==> src/rtl/counter_pkg.sv <==
// counter_pkg: shared constants for the up/down counter family.
//   COUNTER_DEFAULT_WIDTH - default counter width in bits
//   CNT_DIR_UP/DOWN       - encoding of the up_down control input
package counter_pkg;

   localparam int unsigned COUNTER_DEFAULT_WIDTH = 4;

   localparam logic CNT_DIR_UP   = 1'b1;
   localparam logic CNT_DIR_DOWN = 1'b0;

endpackage : counter_pkg

==> src/rtl/counter_nbit_updown_next.sv <==
// counter_nbit_updown_next: combinational next-value and terminal-count logic.
// Ports:
//   count      in  WIDTH  current counter value
//   enable     in  1      count enable (qualifies tc only)
//   up_down    in  1      direction, CNT_DIR_UP / CNT_DIR_DOWN
//   next_count out WIDTH  value after one step in the selected direction
//   tc         out 1      terminal count: next enabled step would wrap/saturate
// Parameter SAT_EN selects saturate-at-limit instead of modulo wrap.
module counter_nbit_updown_next
   import counter_pkg::*;
#(
   parameter int unsigned WIDTH  = COUNTER_DEFAULT_WIDTH,
   parameter bit          SAT_EN = 1'b0
) (
   input  logic [WIDTH-1:0] count,
   input  logic             enable,
   input  logic             up_down,
   output logic [WIDTH-1:0] next_count,
   output logic             tc
);

   localparam logic [WIDTH-1:0] CNT_MAX = '1;
   localparam logic [WIDTH-1:0] CNT_MIN = '0;

   logic at_max;
   logic at_min;
   logic dir_up;

   assign at_max = (count == CNT_MAX);
   assign at_min = (count == CNT_MIN);
   assign dir_up = (up_down == CNT_DIR_UP);

   // One step in the selected direction; at a limit either wrap or hold.
   always_comb begin
      next_count = count;
      if (dir_up) begin
         if (!(SAT_EN && at_max)) begin
            next_count = count + WIDTH'(1);
         end
      end else begin
         if (!(SAT_EN && at_min)) begin
            next_count = count - WIDTH'(1);
         end
      end
   end

   // Not gated by load or rst so it can be used to cascade instances.
   assign tc = enable & ((dir_up & at_max) | (!dir_up & at_min));

endmodule : counter_nbit_updown_next

==> src/rtl/counter_nbit_updown.sv <==
// counter_nbit_updown: synchronous WIDTH-bit up/down counter with parallel
// load, count enable and terminal-count flag.
// Ports:
//   clk      in  1      rising-edge clock
//   rst      in  1      synchronous active-high reset
//   enable   in  1      count enable
//   data     in  WIDTH  parallel load value
//   load     in  1      synchronous load strobe
//   up_down  in  1      1 = count up, 0 = count down
//   count    out WIDTH  registered counter value
//   tc       out 1      terminal count (combinational from count/enable/up_down)
// Build option: define COUNTER_NBIT_UPDOWN_SAT_EN to saturate at the limits
// instead of wrapping.
module counter_nbit_updown
   import counter_pkg::*;
#(
   parameter int unsigned WIDTH = COUNTER_DEFAULT_WIDTH
) (
   input  logic             clk,
   input  logic             rst,
   input  logic             enable,
   input  logic [WIDTH-1:0] data,
   input  logic             load,
   input  logic             up_down,
   output logic [WIDTH-1:0] count,
   output logic             tc
);

`ifdef COUNTER_NBIT_UPDOWN_SAT_EN
   localparam bit SAT_EN = 1'b1;
`else
   localparam bit SAT_EN = 1'b0;
`endif

   logic [WIDTH-1:0] next_count;

   counter_nbit_updown_next #(
      .WIDTH  (WIDTH),
      .SAT_EN (SAT_EN)
   ) u_next (
      .count      (count),
      .enable     (enable),
      .up_down    (up_down),
      .next_count (next_count),
      .tc         (tc)
   );

   // Priority: rst, load, enable, hold.
   always_ff @(posedge clk) begin
      if (rst) begin
         count <= '0;
      end else if (load) begin
         count <= data;
      end else if (enable) begin
         count <= next_count;
      end
   end

endmodule : counter_nbit_updown

==> config.mk <==
export PLATFORM = sky130hd
export DESIGN_NAME = counter_nbit_updown
export DESIGN_NICKNAME = d
export VERILOG_FILES = /design/src/rtl/counter_pkg.sv /design/src/rtl/counter_nbit_updown_next.sv /design/src/rtl/counter_nbit_updown.sv
export SDC_FILE = /design/constraint.sdc
export NUM_CORES = 1
export LEC_CHECK = 0
export BUFFER_PORTS_ARGS = -buffer_cell sky130_fd_sc_hd__buf_2
export CORE_AREA = 2 2 39 41
export CTS_CLUSTER_SIZE = 25
export DETAILED_ROUTE_END_ITERATION = 10
export DIE_AREA = 0 0 41 43
export GPL_TIMING_DRIVEN = 0
export PLACE_DENSITY = 0.51
export SLEW_MARGIN = 10
export SYNTH_ARGS = -nofsm -noshare
export SYNTH_HDL_FRONTEND = slang
export SYNTH_SLANG_ARGS = --single-unit
==> constraint.sdc <==
create_clock -name clk -period 3.67 [get_ports clk]
set_input_delay 0.1835 -clock clk [delete_from_list [all_inputs] [get_ports clk]]
set_output_delay 0.1835 -clock clk [all_outputs]
set_load 0.02 [all_outputs]
---- Word-level counts from Yosys, hierarchy flattened ----
Index checks and enable logic that the tools add are counted.
cells by class
  add/sub/neg operators ................... 2
  eq/ne operators ......................... 1
  multiplexer cells ....................... 3
  bitwise operators ....................... 4
  reductions and logical operators ........ 3
operators with widths
  operator                                                             number
  4-bit 2-to-1 mux                                                     3
  4-bit by 1-bit adder with 4-bit output (second input constant)       1
  4-bit equality test (second input constant)                          1
  4-bit zero test                                                      1
  4-bit by 1-bit subtractor with 4-bit output (second input constant)  1
  1-bit AND                                                            3
  2-bit nonzero test                                                   1
  1-bit zero test                                                      1
  1-bit bitwise OR                                                     1
word-level totals
  register bits ........................... 4
  output and inout bits ................... 5

---- Depth between registers and ports, before layout ----
Gate-level depths: netlist of run 1.
  depth after elaboration ................. 4
  gate-level depth with buffers ........... 5
  gate-level depth less buffers ........... 5

---- Hierarchy ----
From an unflattened synthesis of run 1, not the netlist that was laid out.
unflattened totals
  cell total of the unflattened synthesis .. 32
  area, all modules ....................... 312.8 µm²
modules (own cells, without submodules)
  module                    instances  cells an instance  area each (µm²)  seq. area each (µm²)
  counter_nbit_updown       1          18                 190.2            80.1
  counter_nbit_updown_next  1          14                 122.6            0.0

---- Worst setup path after synthesis of run 1 ----
OpenSTA, ideal clock, no wires.
  path kind ............................... reg2reg
  start point ............................. register count[0]
  end point ............................... register count[1]
  arrival time ............................ 1.383 ns
  data required time ...................... 3.556 ns
  path slack .............................. 2.172 ns
  cell stages (with the launch flop) ...... 5
  buffers on the path ..................... 0
  cells stage by stage .................... dfxtp_1 fa_1 mux2_2 mux2i_1 nor2_1
on the way
  longest elaborated chain between the ends .. 4
RTL lines
  item                                                                                                          line                                                            text
  start: declaration                                                                                            counter_nbit_updown.sv:25                                       output logic [WIDTH-1:0] count,
  start signal: assignment                                                                                      counter_nbit_updown.sv:53                                       count <= data;
  start signal: assignment                                                                                      counter_nbit_updown.sv:55                                       count <= next_count;
  4-bit by 1-bit subtractor with 4-bit output / 4-bit by 1-bit adder with 4-bit output (equally long branches)  counter_nbit_updown_next.sv:42, counter_nbit_updown_next.sv:38
  4-bit 2-to-1 mux *                                                                                            counter_nbit_updown_next.sv:36                                  if (dir_up) begin
  4-bit 2-to-1 mux *                                                                                            counter_nbit_updown.sv:54                                       end else if (enable) begin
  4-bit 2-to-1 mux *                                                                                            counter_nbit_updown.sv:52                                       end else if (load) begin
Every way passes the cells marked *; elsewhere a longest branch is shown, timed or not. The select of a mux whose other input is x is not followed.
A chain may end at the register's enable or synchronous reset.

---- Worst setup path in the final report of run 1 ----
  start point ............................. register count[0]
  end point ............................... output port tc
on the way
  longest elaborated chain between the ends .. 4
RTL lines
  item                                                           line                                                            text
  4-bit equality test / 4-bit zero test (equally long branches)  counter_nbit_updown_next.sv:29, counter_nbit_updown_next.sv:30
  1-bit AND                                                      counter_nbit_updown_next.sv:48                                  assign tc = enable & ((dir_up & at_max) | (!dir_up & at_min));
  1-bit bitwise OR *                                             counter_nbit_updown_next.sv:48
  1-bit AND *                                                    counter_nbit_updown_next.sv:48
  end: declaration                                               counter_nbit_updown.sv:26                                       output logic tc
Every way passes the cells marked *; elsewhere a longest branch is shown, timed or not.

==> impl_metrics.yaml, run 1 <==
run_status:
  status: "completed"
cells_and_area:
  final_util: 0.3029
  largest_reg_flops: 4
  drive_gt1_frac: 0.3400
  fillers: 160
  regMostFlops: "count"
  reg_top3: "count (4)"
  fin_nets: 64
  final_area_um2: 419.2
  num_antenna_cells: 0
  layout.cells.non_filler: 66
  syn_to_final_growth_pct: 32.41
route:
  first_iter_violations: 4
  ant_nets: 0
  route.detailed.drc: 0
  wl_um: 699
  routed-wl-met2_um: 328
  dr.pass1.iters: 4
  avgViaCountPerCell: 4.788
  num_vias: 316
  wl_met1_um: 304
  wl_per_cell_um: 10.59
  dr_wl_met3_um: 49
  highest_layer: "met4"
synthesis:
  ys_ff_latch: 4
  synth-edff-count: 0
  yosysUniqueCellTypes: 22
  yosysMostFrequentCell: "nor2_1"
  synth.cells.most_frequent: "nor2_1, dfxtp_1, a21oi_1"
  yosys-top-cells-area: "dfxtp_1, ha_1, fa_1"
  ys.flop_type: "dfxtp_1"
  synth_nets: 47
  synth_cells: 35
  async_flop_share: 0
  synth_top_area_frac: 0.2530
  synth_seq_area_share: 0.2530
  yosysWarnings: 0
  netlist.top_cell.by_area: "dfxtp_1"
  syn_area_per_cell_um2: 9.044
  synth_area_um2: 316.6
worst_setup_path:
  cp_max_fo: 6
  required_ns: 3.49
  end_kind: "primary output"
  cp-start-kind: "flip-flop"
  crit_type: "flip-flop to primary output"
  crit_arrival_ns: 1.50
placement:
  pre_cts_ws_ns: 2.212
  postPlaceCellArea_um2: 396.6
  gp_congestion: 0.6147
  dpl.hpwl_um: 563.4
  port_buffers: 12
  dp_cells: 63
die:
  die_h_um: 43
  coreArea_um2: 1384
  die_w_um: 41
  initial_core_util: 0.2288
  die_area_um2: 1763
  ioPinCount: 14
  core.rowCount: 14
sta:
  min_period_ns: 1.681
  setup_viol: 0
  setup_ws_ns: 1.989
  rsz0062_at_grt: "no"
  timing.final.crit_share: 0.4582
  tns_ns: 0
  finClkSkew_ns: 0.0005266
  hold_viol: 0
  worst_slew_pin_slew_ns: 0.3294
  fmax_mhz: 594.7
  max-slew-margin-rel: 0.7798
  drv_slew: 0
cts:
  cts_sinks: 4
  path_clk_slew_ns: 0.04
  ctsResizeCount: 0
  cts_tree: "done"
  holdBufCountCts: 0
  cts_setup_buffers: 0
  root_buffer: "clkbuf_4"
  cts_buffers: 3
  clock_latency_ns: 0.23
  cts_buffer_depth: 2
  htree_levels: 1
flow_run:
  drv_cap: 0
grt:
  grt_pass1_vias: 262
  grt_pass1_wl_mm: 1.048
  grt_overflow: 0
  grt_usage: 0.09045
  antenna_found_initial: 0
  grt_max_degree: 8
pwr:
  p_leak_nw: 0.1977
  irDropWorstVdd_v: 0.0001347
  power_density_nw_per_um2: 361.6
min_path:
  hold_class: "primary input to flip-flop"
## cell families (layout without fill, tap and decap cells)
family	after synthesis	after routing	share of synthesized area
compound gates	7	7	0.1621
xor+xnor	3	3	0.08302
fa+ha+maj	3	3	0.1423
buf+inv	2	17	0.04742
flops	4	4	0.2530
mux	3	3	0.09881
simple gates	13	13	0.2135
## power breakdown
| part | leakage [nW] | total (W) | switching (W) | internal [W] |
|---|---|---|---|---|
| registers | 0.0332 | 0.0000538 | 0.00000601 | 0.0000478 |
| clock network | 0.0138 | 0.0000535 | 0.0000170 | 0.0000365 |
| logic | 0.151 | 0.0000443 | 0.0000227 | 0.0000216 |
| total | 0.198 | 0.000152 | 0.0000457 | 0.000106 |
## area by class of cell
class / count / area [µm²] / share of cell area
plain buffers: 1 / 11.26 / 0.02687
multi-input cells: 29 / 221.5 / 0.5284
clock buffers: 3 / 22.52 / 0.05373
inverters: 1 / 3.754 / 0.008955
flip-flops and latches: 4 / 80.08 / 0.1910
repair buffers: 12 / 60.06 / 0.1433
well taps: 16 / 20.02 / 0.04776
## stage by stage
| step | hold WS [ns] | power [W] |
|---|---|---|
| final | 0.1837 | 0.0001516 |
| after global routing | 0.1911 | 0.0001638 |
| after floorplan | 0.2526 | 0.00008405 |
| after detailed placement | 0.4304 | 0.00009909 |
| after global placement | 0.4181 | 0.00009879 |
| after CTS | 0.1808 | 0.0001551 |
## worst paths after layout
check	cells after the start	start	end	slack [ns]
max	4	count[0]$_SDFFE_PP0P_	tc	1.99
min reg2reg	3	count[2]$_SDFFE_PP0P_	count[2]$_SDFFE_PP0P_	0.65
max reg2reg	4	count[0]$_SDFFE_PP0P_	count[1]$_SDFFE_PP0P_	2.23
min	3	data[1]	count[1]$_SDFFE_PP0P_	0.18
## per-layer routing
layer / vias to the layer above / global-route usage
met4: 0 / 0.06000
met1: 144 / 0.1065
met3: 2 / 0.03141
met2: 12 / 0.1313
li1: 158 / -
met5: - / 0
## layout by cell type (no fill, tap or decap)
cell       instances
a2111oi_1          1
a211o_1            1
a21oi_1            3
a311o_1            1
buf_2             12
buf_6              1
clkbuf_4           3
dfxtp_1            4
fa_1               1
ha_1               2
inv_1              1
mux2_2             1
mux2i_1            2
nand2_1            2
nand2b_1           1
nand3_1            1
nand4_1            1
nor2_1             5
nor3b_1            1
o21a_1             1
or3b_1             1
or4_1              1
xnor2_1            2
xor2_1             1
## worst max-delay path, stage by stage (launching register included)
cell,delay [ns]
dfxtp_1,0.37
or4_1,0.53
nor2_1,0.10
o21a_1,0.11
buf_2,0.15
Note: power is estimated with default switching activity, not from simulation.
==> run 2: changes to the inputs <==
- clock period: 3.67 -> 1.6 ns (I/O delays scaled with it)
==> run 2 against run 1 <==
Die area unchanged. Combinational power up 130%. Critical path type unchanged. Sequential power up 130%. Largest cell class unchanged. Core utilization up 0.18 points. Worst hold slack worse by 0.10 ns. Clock-buffer cell count unchanged. Sequential share of layout area up 0.48 points.
==> impl_metrics.yaml, run 2 (synthesized netlist as in run 1, its figures left out) <==
run_status:
  status: "completed"
worst_setup_path:
  end_kind: "primary output"
  cp_max_fo: 6
  crit_start: "count[0]$_SDFFE_PP0P_"
  cp-start-kind: "flip-flop"
  cp_slowest_stage_delay_ns: 0.52
  crit_slowest_cell: "or4_1"
  worstReg2RegStart: "count[2]$_SDFFE_PP0P_"
  crit_arrival_ns: 1.46
  required_ns: 1.52
  critPathBufInv: 1
  crit_type: "flip-flop to primary output"
  crit_family: "simple AND/OR/NAND/NOR gates"
  cp_cell_sequence: "or4_1 > nor2_1 > o21a_1 > buf_2"
  reg2reg_slack_ns: 0.22
sta:
  rsz0062_at_grt: "no"
  finClkSkew_ns: 0.00008400
  fmax_mhz: 648.7
  setup_ws_ns: 0.05856
  min_period_ns: 1.541
  drv_slew: 0
  timing.final.crit_share: 0.9634
  hold_viol: 0
  setup_viol: 0
  worst_slew_pin_slew_ns: 0.3294
  tns_ns: 0
  max-slew-margin-rel: 0.7798
die:
  core.rowCount: 14
  coreArea_um2: 1384
  die_area_um2: 1763
  initial_core_util: 0.2288
  ioPinCount: 14
  die_w_um: 41
  die_h_um: 43
cts:
  cts_buffer_depth: 2
  cts_sinks: 4
  ctsResizeCount: 0
  cts_setup_buffers: 0
  root_buffer: "clkbuf_4"
  holdBufCountCts: 0
  htree_levels: 1
  cts_tree: "done"
  cts_buffers: 3
  clock_latency_ns: 0.23
  path_clk_slew_ns: 0.03
route:
  route.detailed.drc: 0
  ant_nets: 0
  wl_um: 695
  avgViaCountPerCell: 4.803
  wl_per_cell_um: 10.53
  wl_met1_um: 306
  dr.pass1.iters: 4
  num_vias: 317
  dr_wl_met3_um: 46
  first_iter_violations: 5
  routed-wl-met2_um: 325
  highest_layer: "met4"
pwr:
  total_power_w: 0.0003484
  power_density_nw_per_um2: 826.3
  p_leak_nw: 0.1982
  irDropWorstVdd_v: 0.0003034
flow_run:
  drv_cap: 0
placement:
  pre_cts_ws_ns: 0.1417
  gp_congestion: 0.6147
  dpl.hpwl_um: 563.4
  port_buffers: 12
grt:
  grt_overflow: 0
  antenna_found_initial: 0
  grt_pass1_vias: 262
  grt_pass1_wl_mm: 1.048
  grt_max_degree: 8
  grt_usage: 0.09045
min_path:
  hold_class: "primary input to flip-flop"
  min_from: "data[0]"
cells_and_area:
  final_cell_mix: "buf_2, nor2_1, a21oi_1, clkbuf_4"
  largest_reg_flops: 4
  regMostFlops: "count"
  syn_to_final_growth_pct: 33.20
  num_antenna_cells: 0
  reg_top3: "count (4)"
  final_common_cell: "buf_2"
  drive_gt1_frac: 0.3800
  fin_nets: 64
  final_util: 0.3047
  fillers: 159
run 2: cell counts in the layout (fill, tap and decap cells not counted):
No cell type changed its count.
run 2: final timing paths:
kind	end	cells past startpoint
setup / recovery	tc	4
hold / removal	count[0]$_SDFFE_PP0P_	3
setup reg to reg	count[3]$_SDFFE_PP0P_	4
hold reg to reg	count[3]$_SDFFE_PP0P_	2
run 2: report_power, final:
part           internal (W)  leakage, nW  switching [W]  total, W
Combinational     0.0000497        0.151      0.0000520  0.000102
Clock             0.0000837       0.0138      0.0000384  0.000122
Sequential         0.000111       0.0338      0.0000138  0.000125
run 2: layer usage:
metal / up-vias / global-route usage
li1: 159 / -
met2: 12 / 0.1313
met4: 0 / 0.06000
met1: 144 / 0.1065
met3: 2 / 0.03141
met5: - / 0
run 2: stage by stage:
step                      instance area (µm²)  hold WS (ns)  std cells
after global routing                    421.7       0.08767         66
after detailed placement                396.6        0.3269         63
after CTS                               419.2       0.07731         66
after global placement                  396.6        0.3146         63
final                                   421.7       0.08191         66
after floorplan                         316.6        0.1491         35
run 2: worst min-delay path, cell delays in order:
cell and delay [ns]:
buf_2 0.08, mux2i_1 0.05, nor2_1 0.07
run 2: cell type report:
class                   count  area (µm²)  share of cell area
multi-input cells          29       221.5              0.5252
flip-flops and latches      4       82.58              0.1958
repair buffers             12       60.06              0.1424
clock buffers               3       22.52             0.05341
well taps                  16       20.02             0.04748
plain buffers               1       11.26             0.02671
inverters                   1       3.754            0.008902
